===== src/rtl/cpu_pkg.sv =====
// Shared CPU definitions: widths, special instruction encodings, fetch FSM states.
package cpu_pkg;

  localparam int unsigned ADDR_W     = 16;
  localparam int unsigned INSTR_W    = 16;
  localparam logic [15:0] RESET_PC   = 16'h0000;
  localparam logic [15:0] HALT_INSTR = 16'hF000;
  localparam logic [15:0] NOP_INSTR  = 16'h0000;

  typedef enum logic {
    RUN    = 1'b0,
    HALTED = 1'b1
  } fetch_state_e;

endpackage


===== src/rtl/fetch_next_pc.sv =====
// Next-PC select for the fetch stage: reset, redirect, sequential advance or hold.
module fetch_next_pc #(
  parameter int unsigned          ADDR_W   = 16,
  parameter logic [ADDR_W-1:0]    RESET_PC = '0
) (
  input  logic              rst_i,
  input  logic              redirect_i,
  input  logic [ADDR_W-1:0] redirect_pc_i,
  input  logic              advance_i,
  input  logic [ADDR_W-1:0] pc_i,
  output logic [ADDR_W-1:0] pc_d_o
);

  // Priority select; redirect targets are forced even, +2 wraps modulo 2^ADDR_W.
  always_comb begin
    pc_d_o = pc_i;
    if (rst_i) begin
      pc_d_o = RESET_PC;
    end else if (redirect_i) begin
      pc_d_o = redirect_pc_i & ~ADDR_W'(1);
    end else if (advance_i) begin
      pc_d_o = pc_i + ADDR_W'(2);
    end
  end

endmodule


===== src/rtl/fetch_stage.sv =====
// Instruction-fetch stage: owns the PC, drives instruction memory, fills the
// IF/ID register, and handles stall, redirect/flush and HALT detection.
module fetch_stage #(
  parameter int unsigned       ADDR_W     = cpu_pkg::ADDR_W,
  parameter logic [ADDR_W-1:0] RESET_PC   = cpu_pkg::RESET_PC,
  parameter logic [15:0]       HALT_INSTR = cpu_pkg::HALT_INSTR,
  parameter logic [15:0]       NOP_INSTR  = cpu_pkg::NOP_INSTR
) (
  input  logic              clk,
  input  logic              rst,
  output logic [ADDR_W-1:0] imem_addr,
  input  logic [15:0]       imem_data,
  input  logic              stall,
  input  logic              redirect,
  input  logic [ADDR_W-1:0] redirect_pc,
  output logic [15:0]       ifid_instr,
  output logic [ADDR_W-1:0] ifid_pc,
  output logic [ADDR_W-1:0] ifid_pc_plus2,
  output logic              ifid_valid,
  output logic              halted
);

  import cpu_pkg::*;

  fetch_state_e      state_q, state_d;
  logic [ADDR_W-1:0] pc_q, pc_d;
  logic [15:0]       instr_q, instr_d;
  logic [ADDR_W-1:0] ifpc_q, ifpc_d;
  logic [ADDR_W-1:0] ifpc2_q, ifpc2_d;
  logic              valid_q, valid_d;
  logic              advance;

  fetch_next_pc #(
    .ADDR_W   (ADDR_W),
    .RESET_PC (RESET_PC)
  ) u_next_pc (
    .rst_i         (rst),
    .redirect_i    (redirect),
    .redirect_pc_i (redirect_pc),
    .advance_i     (advance),
    .pc_i          (pc_q),
    .pc_d_o        (pc_d)
  );

  // Fetch FSM next state and IF/ID next values; redirect > stall > HALT > normal.
  always_comb begin
    state_d = state_q;
    instr_d = instr_q;
    ifpc_d  = ifpc_q;
    ifpc2_d = ifpc2_q;
    valid_d = valid_q;
    advance = 1'b0;
    unique case (state_q)
      RUN: begin
        if (redirect) begin
          instr_d = NOP_INSTR;
          valid_d = 1'b0;
        end else if (!stall) begin
          instr_d = imem_data;
          ifpc_d  = pc_q;
          ifpc2_d = pc_q + ADDR_W'(2);
          valid_d = 1'b1;
          if (imem_data == HALT_INSTR) begin
            state_d = HALTED;
          end else begin
            advance = 1'b1;
          end
        end
      end
      HALTED: begin
        if (redirect) begin
          instr_d = NOP_INSTR;
          valid_d = 1'b0;
          state_d = RUN;
        end else if (!stall) begin
          // HALT was delivered on the previous edge; bubble from now on.
          instr_d = NOP_INSTR;
          valid_d = 1'b0;
        end
      end
      default: state_d = RUN;
    endcase
  end

  // State, PC and IF/ID registers with synchronous reset.
  always_ff @(posedge clk) begin
    if (rst) begin
      state_q <= RUN;
      pc_q    <= RESET_PC;
      instr_q <= NOP_INSTR;
      ifpc_q  <= '0;
      ifpc2_q <= '0;
      valid_q <= 1'b0;
    end else begin
      state_q <= state_d;
      pc_q    <= pc_d;
      instr_q <= instr_d;
      ifpc_q  <= ifpc_d;
      ifpc2_q <= ifpc2_d;
      valid_q <= valid_d;
    end
  end

  assign imem_addr     = pc_q;
  assign ifid_instr    = instr_q;
  assign ifid_pc       = ifpc_q;
  assign ifid_pc_plus2 = ifpc2_q;
  assign ifid_valid    = valid_q;
  assign halted        = (state_q == HALTED);

endmodule


===== config.mk =====
export PLATFORM = sky130hd
export DESIGN_NAME = fetch_stage
export DESIGN_NICKNAME = d
export VERILOG_FILES = /design/src/rtl/cpu_pkg.sv /design/src/rtl/fetch_next_pc.sv /design/src/rtl/fetch_stage.sv
export SDC_FILE = /design/constraint.sdc
export NUM_CORES = 1
export LEC_CHECK = 0
export BUFFER_PORTS_ARGS = -buffer_cell sky130_fd_sc_hd__buf_4
export CAP_MARGIN = 20
export CORE_MARGIN = 1
export CORE_UTILIZATION = 50
export DETAILED_ROUTE_END_ITERATION = 6
export PLACE_DENSITY = 0.8
export SYNTH_ARGS = -nofsm -noshare
export SYNTH_HDL_FRONTEND = slang
export SYNTH_HIERARCHICAL = 1
export SYNTH_SLANG_ARGS = --single-unit
export TNS_END_PERCENT = 100

===== constraint.sdc =====
create_clock -name clk -period 3.2 [get_ports clk]
set_input_delay 0.64 -clock clk [delete_from_list [all_inputs] [get_ports clk]]
set_output_delay 0.64 -clock clk [all_outputs]
set_load 0.01 [all_outputs]

==> results.md, run 1 <==
* IO Pins at between 100 and 150
* Tot GR Track Use at 24.96%
* Worst-path fanout max at 7
* First-pass GRT wire length at 12160 um
* First DRT Iteration DRCs at 141
* Leakage at 1.689 nW
* Vias in the first global route at between 2000 and 3000
* Port Buffers at 100
* Final nets at 481
* Detailed-route via count at 2781
* Max clock buf depth at 2
* Fin. Hold Viols at 0
* Min Hold Slack at 455.1 ps
* Per-cell routed wire length at between 10 and 15 um
* Post_cts resized at 0
* Setup tns final at 0 ps
* Die height at 79.27 um
* Synth Area per Inst at 8.554 um2
* Hold buffers post-CTS at 0
* WP data required at around 3400 ps
* Synth warn at 6
* Skew final at 9.129 ps
* Routed WL at roughly 7400 um
* Reg2reg end: imem_addr[13]
* Synthesis-to-finish area growth at 32.23%
* Synthesized cell area at approximately 3000 um2
* CTS H-tree depth at 3
* Initial antenna violation count at 0
* Post-Synthesis Cells at 349
* Crit-path max cell delay at 620 ps
* Min-delay src: ifid_pc[14]
* Type of destination of the critical path: flip-flop
* DIE WIDTH at 79.27 um
* DRC errors left at 0
* RSZ-0062 raised after global routing: no
* Worst reg2reg startpoint: halted
* Core Rows at 27
* Largest net degree at the start of global routing at 82
* Setup violations, final at 0
* Slew @ Worst Pin at 810.6 ps
* Final slew viol count at 0
* Num CTS Buffers at 9
* Status: finished clean
* N_diodes at 0
* Root Buffer: clkbuf_8
* Worst VDD drop at 0.0002283 V
* Antenna Nets Post-Route at 0
* Fmax achieved at 379.4 MHz
* Worst skew pair latency at between 300 and 400 ps
* CTS tree: done
* Worst hold-check path type: reg2reg
* Worst path cell trace: buf_4 > or3_1 > nor2_1 > nand3_1 > nor4_1 > xor2_1 > o21a_1 > nor2b_1
* Final Wtd Congestion at 0.7633
* Cell family with most CP delay: simple AND/OR/NAND/NOR gates
* CP arrival at around 2800 ps
* Sink of the worst hold path: ifid_pc[14]
* Worst hold path stage count at 2
* Cell Pwr Density at around 430 nW/um2
* Worst slew margin at approximately 46%
* Initial Utilization at 52.92%
* Worst r2r path cells at 7
* Final Cycle Share at 82.38%
* Reg2reg setup slack at 590 ps
* Mapped Nets at 387
* Worst setup SP type: primary input
* Top-area cell type share of the netlist area at 43.59%
* Overflow left after global routing at 0
* Leading area contributor after synthesis: dfxtp_1
* Synth top area cells: dfxtp_1 (44%), nand2_1 (5.3%), a21oi_1 (5.0%)
* Worst path slowest cell: nor2_1
* Crit path kind: in2reg
* Netlist cell types at 38
* Most frequent cells in the layout: buf_4 (106), dfxtp_1 (65), nand2_1 (42)
* CP Buf/Inv Count at 1
* Minimum clock period at 2636 ps
* Max-cap violations at 0
* Synth Register Bits at 65
* HPWL Detailed at 5089 um
* Die Area at 6284 um2
* Core ar. at 5642 um2
* Sequential fraction of the synthesis area at 43.59%
* Fraction of layout cells with a size suffix above 1 at between 20% and 30%
* Setup Buffers After CTS at 0
* Initial DRT Pass Iterations at 4
* DR vias/cell at 5.379
* Clk pin slew, worst setup/hold paths at approximately 60 ps
* Most common cell after layout, fill and taps aside: buf_4
* Clk sinks at 65
==> worst register-to-register path, stage by stage, from the launching register on <==
cell	delay, ps
dfxtp_1	350
or3_1	400
nor2_1	620
nand3_1	340
nor4_1	360
xor2_1	110
o21a_1	180
nor2b_1	120
==> Yosys cell counts <==
master    count
nand4_4       2
o21ai_0       3
or4b_1        1
nor2b_1      16
mux2i_1       4
or3_1         2
buf_2         1
nand2_1      42
nand4_2       1
nor3_1        8
inv_1        14
xor2_1       13
a41o_1        1
nand4b_1      1
or4_1         2
buf_4         2
and4_2        1
a211oi_1     10
nor4_2        2
nand4_1       6
o21a_1        9
a211oi_2      3
nor3_2        1
xnor2_1      12
ha_1          2
a22oi_1      16
nor3b_1       1
a21o_1        1
and3_2        1
nor2_1       40
a21oi_2       1
a21oi_1      30
nand3_1       8
nor4_1        5
clkbuf_1     18
dfxtp_1      65
buf_1         2
nor4_4        2
==> worst max path at each step <==
stage	endpoint	depth (start not counted)	slack, ps	start
2_1_floorplan	imem_addr[6]	10	600	redirect
3_3_place_gp	imem_addr[13]	8	310	redirect
3_5_place_dp	imem_addr[13]	8	280	redirect
4_1_cts	imem_addr[13]	8	600	redirect
5_1_grt	imem_addr[13]	8	440	redirect
6_report	imem_addr[13]	8	560	redirect
==> cells by family (layout without fill, tap and decap cells) <==
kind of cell / Yosys count / in the layout / share of synthesized area (%)
muxes: 4 / 4 / 1.341
DFF: 65 / 65 / 43.59
buffers and inverters: 37 / 133 / 4.945
and+or+nand+nor: 142 / 142 / 25.48
xor gates and xnor gates: 25 / 25 / 7.334
AOI/OAI and AO/OA: 74 / 74 / 16.47
adders and majority gates: 2 / 2 / 0.8381
==> cell type report <==
cell class              instances  area [um2]
clock inverters                 1       30.03
inverters                      14       52.55
well taps                      72       90.09
repair buffers                106       795.8
fillers                       455        1694
flip-flops and latches         65        1301
clock buffers                  12       135.1
multi-input cells             247        1543
==> state kept, by name, summed over array words and instances (netlist names) <==
| name | count |
|---|---|
| ifid_instr | 16 |
| ifid_pc | 16 |
| imem_addr | 16 |
| ifid_pc_plus2 | 15 |
| halted | 1 |
| ifid_valid | 1 |
==> metrics by stage <==
step / area, um2 / instances / util [%] / worst slack [ps] / power (mW)
finish: 3948 / 517 / 69.97 / 564.0 / 1.710
floorplan: 2985 / 349 / - / 597.6 / 0.9952
CTS: 3948 / 517 / 69.97 / 597.2 / 1.720
detailed placement: 3782 / 504 / 67.04 / 278.8 / 1.101
global placement: 3782 / 504 / 67.04 / 307.5 / 1.096
global route: 3948 / 517 / 69.97 / 440.4 / 1.780
==> routing by layer <==
layer | global-route usage, % | wire length [um] | vias to the layer above
li1 | - | - | 1400
met1 | 33.24 | 3405 | 1288
met2 | 38.71 | 3555 | 79
met3 | 4.483 | 352 | 14
met4 | 12.36 | 132 | 0
met5 | 0 | 0 | -
==> report_power, final <==
part           total (mW)  switching (mW)  internal, mW
logic               0.210           0.104         0.106
clock network       0.626           0.278         0.348
registers           0.874          0.0358         0.838
Power figures use the tool's default switching activity.
==> inputs of run 2 (changes only) <==
--- a/config.mk
+++ b/config.mk
@@ -5,10 +5,11 @@
 export SDC_FILE = /design/constraint.sdc
 export NUM_CORES = 1
 export LEC_CHECK = 0
+export ABC_AREA = 1
 export BUFFER_PORTS_ARGS = -buffer_cell sky130_fd_sc_hd__buf_4
 export CAP_MARGIN = 20
 export CORE_MARGIN = 1
-export CORE_UTILIZATION = 50
+export CORE_UTILIZATION = 51
 export DETAILED_ROUTE_END_ITERATION = 6
 export PLACE_DENSITY = 0.8
 export SYNTH_ARGS = -nofsm -noshare
==> constraint.sdc (replaced) <==
create_clock -name clk -period 2.75 [get_ports clk]
set_input_delay 0.55 -clock clk [delete_from_list [all_inputs] [get_ports clk]]
set_output_delay 0.55 -clock clk [all_outputs]
set_load 0.01 [all_outputs]
==> run 2 against run 1 <==
Combinational power is 36% higher. Sequential cell count is the same. Clock power up 40%. Via count increased by 22%. Synthesized cell count increased by 43%. First-iteration DRC count decreased by 3.5%. Worst hold slack better by 8.3 ps. Largest power group unchanged.
==> results.md, run 2 <==
* Status: finished clean (unchanged)
* Skew final at 4.302 ps (was 9.129 ps)
* Setup Buffers After CTS at 0 (unchanged)
* Setup tns final at 0 ps (unchanged)
* Most frequent cells in the layout: nand2_1 (117), buf_4 (105), nor2_1 (102) (was buf_4 (106), dfxtp_1 (65), nand2_1 (42))
* Seq. cell area at 1301 um2 (unchanged)
* Worst skew pair latency at 350 ps (was 340 ps)
* Crit-path max cell delay at 450 ps (was 620 ps)
* N_diodes at 0 (unchanged)
* Worst slew margin at 56.29% (was 45.96%)
* Worst VDD drop at 0.0003693 V (was 0.0002283 V)
* Reg2reg end: imem_addr[8] (was imem_addr[13])
* RSZ-0062 raised after global routing: no (unchanged)
* Mapped Nets at 536 (was 387)
* Area after DPL at 4096 um2 (was 3782 um2)
* Clk sinks at 65 (unchanged)
* Final Wtd Congestion at 0.8546 (was 0.7633)
* Core ar. at 6314 um2 (was 5642 um2)
* Cell Pwr Density at 506.7 nW/um2 (was 433.2 nW/um2)
* Top-area cell type share of the netlist area at 39.27% (was 43.59%)
* Synth top area cells: dfxtp_1 (39%), nand2_1 (13%), nor2_1 (12%) (was dfxtp_1 (44%), nand2_1 (5.3%), a21oi_1 (5.0%))
* Top FF cell, synth: dfxtp_1 (unchanged)
* Worst hold-check path type: in2reg (was reg2reg)
* Initial DRT Pass Iterations at 5 (was 4)
* Clk pin slew, worst setup/hold paths at 70 ps (was 60 ps)
* Final slew viol count at 0 (unchanged)
* Reg2reg setup slack at 760 ps (was 590 ps)
* CTS H-tree depth at 3 (unchanged)
* Fin. Hold Viols at 0 (unchanged)
* Slew @ Worst Pin at 651.7 ps (was 810.6 ps)
* Die height at 82.60 um (was 79.27 um)
* Largest net degree at the start of global routing at 30 (was 82)
* Fraction of layout cells with a size suffix above 1 at 22.83% (was 29.21%)
* Synth Area per Inst at 6.653 um2 (was 8.554 um2)
* Cell family with most CP delay: simple AND/OR/NAND/NOR gates (unchanged)
* Initial Utilization at 52.48% (was 52.92%)
* Final Cycle Share at 72.21%
* Root Buffer: clkbuf_8 (unchanged)
* Synthesized cell area at 3313 um2 (was 2985 um2)
* Max clock buf depth at 2 (unchanged)
* Worst setup SP type: flip-flop (was primary input)
* Routed WL at 8289 um (was 7446 um)
* Fin area at 4307 um2 (was 3948 um2)
* DR vias/cell at 5.004 (was 5.379)
* Leading area contributor after synthesis: dfxtp_1 (unchanged)
* CP Buf/Inv Count at 3 (was 1)
* Share of synthesized registers carrying an async set or reset at 0% (unchanged)
* Most common cell after layout, fill and taps aside: nand2_1 (was buf_4)
* Top cells by count, synth: nand2_1 (117), nor2_1 (102), dfxtp_1 (65), inv_1 (65), nand3_1 (32) (was dfxtp_1 (65), nand2_1 (42), nor2_1 (40), a21oi_1 (30), clkbuf_1 (18))
* Worst path cell trace: inv_1 > nand3_4 > a21oi_1 > nand2_1 > nor2_4 > nand3_1 > xor2_1 > nand2_1 > nand2_1 > inv_1 > inv_1 > nor2_1 (was buf_4 > or3_1 > nor2_1 > nand3_1 > nor4_1 > xor2_1 > o21a_1 > nor2b_1)
* Post-Synthesis Cells at 498 (was 349)
* CTS tree: done (unchanged)
* DIE WIDTH at 82.60 um (was 79.27 um)
* Synth warn at 6 (unchanged)
* Port Buffers at 100 (unchanged)
* Worst-path fanout max at 5 (was 7)
* Max-cap violations at 0 (unchanged)
* CP arrival at 2280 ps (was 2830 ps)
* Synth Register Bits at 65 (unchanged)
* Num CTS Buffers at 9 (unchanged)
* Per-cell routed wire length at 12.24 um (was 14.40 um)
* Minimum clock period at between 1500 and 2000 ps
* Die Area at 6823 um2 (was 6284 um2)
* Netlist cell types at 30 (was 38)
* HPWL Detailed at 5910 um (was 5089 um)
* Post_cts resized at 0 (unchanged)
* Setup violations, final at 0 (unchanged)
* Initial antenna violation count at 0 (unchanged)
* Tot GR Track Use at 25.70% (was 24.96%)
* DRC errors left at 0 (unchanged)
* Core Rows at 29 (was 27)
* Hold buffers post-CTS at 0 (unchanged)
* Worst hold path stage count at 3 (was 2)
* First-pass GRT wire length at 13280 um (was 12160 um)
* Worst reg2reg startpoint: halted (unchanged)
* Fmax achieved at approximately 500 MHz
* Detailed-route via count at 3388 (was 2781)
* Sink of the worst hold path: ifid_instr[5] (was ifid_pc[14])
* Overflow left after global routing at 0 (unchanged)
* Synthesis-to-finish area growth at 29.98% (was 32.23%)
* WP data required at 3040 ps (was 3390 ps)
* Crit path kind: reg2reg (was in2reg)
* Vias in the first global route at 3003 (was 2568)
* Filler cell count at 567 (was 455)
* Worst path slowest cell: a21oi_1 (was nor2_1)
* Most frequent cell after synthesis: nand2_1 (was dfxtp_1)
* IO Pins at 102 (unchanged)
* Min-delay src: imem_data[5] (was ifid_pc[14])
* Type of destination of the critical path: flip-flop (unchanged)
* Leakage at 2.039 nW (was 1.689 nW)
* Final nets at 634 (was 481)
* Worst r2r path cells at 12 (was 7)
* EDFF count, synth at 0 (unchanged)
* Sequential fraction of the synthesis area at 39.27% (was 43.59%)
* Multi-input logic area at 1624 um2 (was 1543 um2)
* Antenna Nets Post-Route at 0 (unchanged)
* First DRT Iteration DRCs at 136 (was 141)
run 2: cell count changes after synthesis, sizes merged, moves of 18 or more:
cell,before,now
nor2,40,108
inv,14,68
nand3,8,34
o21ai,3,21
nand2,42,119
run 2: per-stage QoR:
stage | instances | hold WS (ps) | power [mW] | worst slack, ps | util, %
2_1_floorplan | 498 | 484.1 | 1.191 | 664.3 | -
3_3_place_gp | 662 | 450.4 | 1.320 | 531.3 | 64.88
3_5_place_dp | 662 | 456.5 | 1.327 | 478.9 | 64.88
4_1_cts | 677 | 461.6 | 2.195 | 787.8 | 68.21
5_1_grt | 677 | 462.0 | 2.278 | 549.5 | 68.21
6_report | 677 | 463.4 | 2.182 | 764.2 | 68.21
run 2: worst min-delay path, delay by kind of cell:
kind,cells,cell delay [ps]
AO/OA/AOI/OAI,1,50
buffers and inverters,1,110
AND/OR/NAND/NOR,1,50
run 2: cell families (layout without fill, tap and decap cells):
family | count (synthesis) | in the layout | synth area share, %
flops | 65 | 65 | 39.27
fa+ha+maj | 2 | 2 | 0.7552
xor+xnor | 9 | 9 | 2.379
simple gates | 272 | 272 | 34.93
buf+inv | 90 | 192 | 11.71
compound gates | 60 | 60 | 10.95
run 2: layout make-up:
type | count | area share [%]
Inverter | 71 | 6.188
Sequential cell | 65 | 30.22
Multi-Input combinational cell | 343 | 37.71
Clock inverter | 3 | 1.511
Clock buffer | 12 | 3.370
Tap cell | 77 | 2.237
Timing Repair Buffer | 106 | 18.77
run 2: power by group:
| part | switching [mW] | internal [mW] |
|---|---|---|
| clock | 0.347 | 0.529 |
| combinational | 0.152 | 0.133 |
| sequential | 0.0398 | 0.981 |
run 2: per-layer routing:
| metal | vias to the layer above | GRT usage [%] | share of wire [%] |
|---|---|---|---|
| met3 | 12 | 5.934 | 7.8 |
| met2 | 127 | 44.13 | 47 |
| li1 | 1746 | - | - |
| met4 | 0 | 10.69 | 1.4 |
| met1 | 1503 | 30.71 | 44 |
| met5 | - | 0 | 0 |
run 2: how the worst max path moves through the flow:
stage | startpoint | end | slack [ps] | depth (start not counted)
final | halted | imem_addr[8] | 760 | 12
after global routing | halted | imem_addr[8] | 550 | 12
after CTS | halted | imem_addr[8] | 790 | 12
after detailed placement | imem_data[12] | imem_addr[11] | 480 | 13
after global placement | imem_data[13] | imem_addr[11] | 530 | 13
after floorplan | redirect | imem_addr[11] | 660 | 13
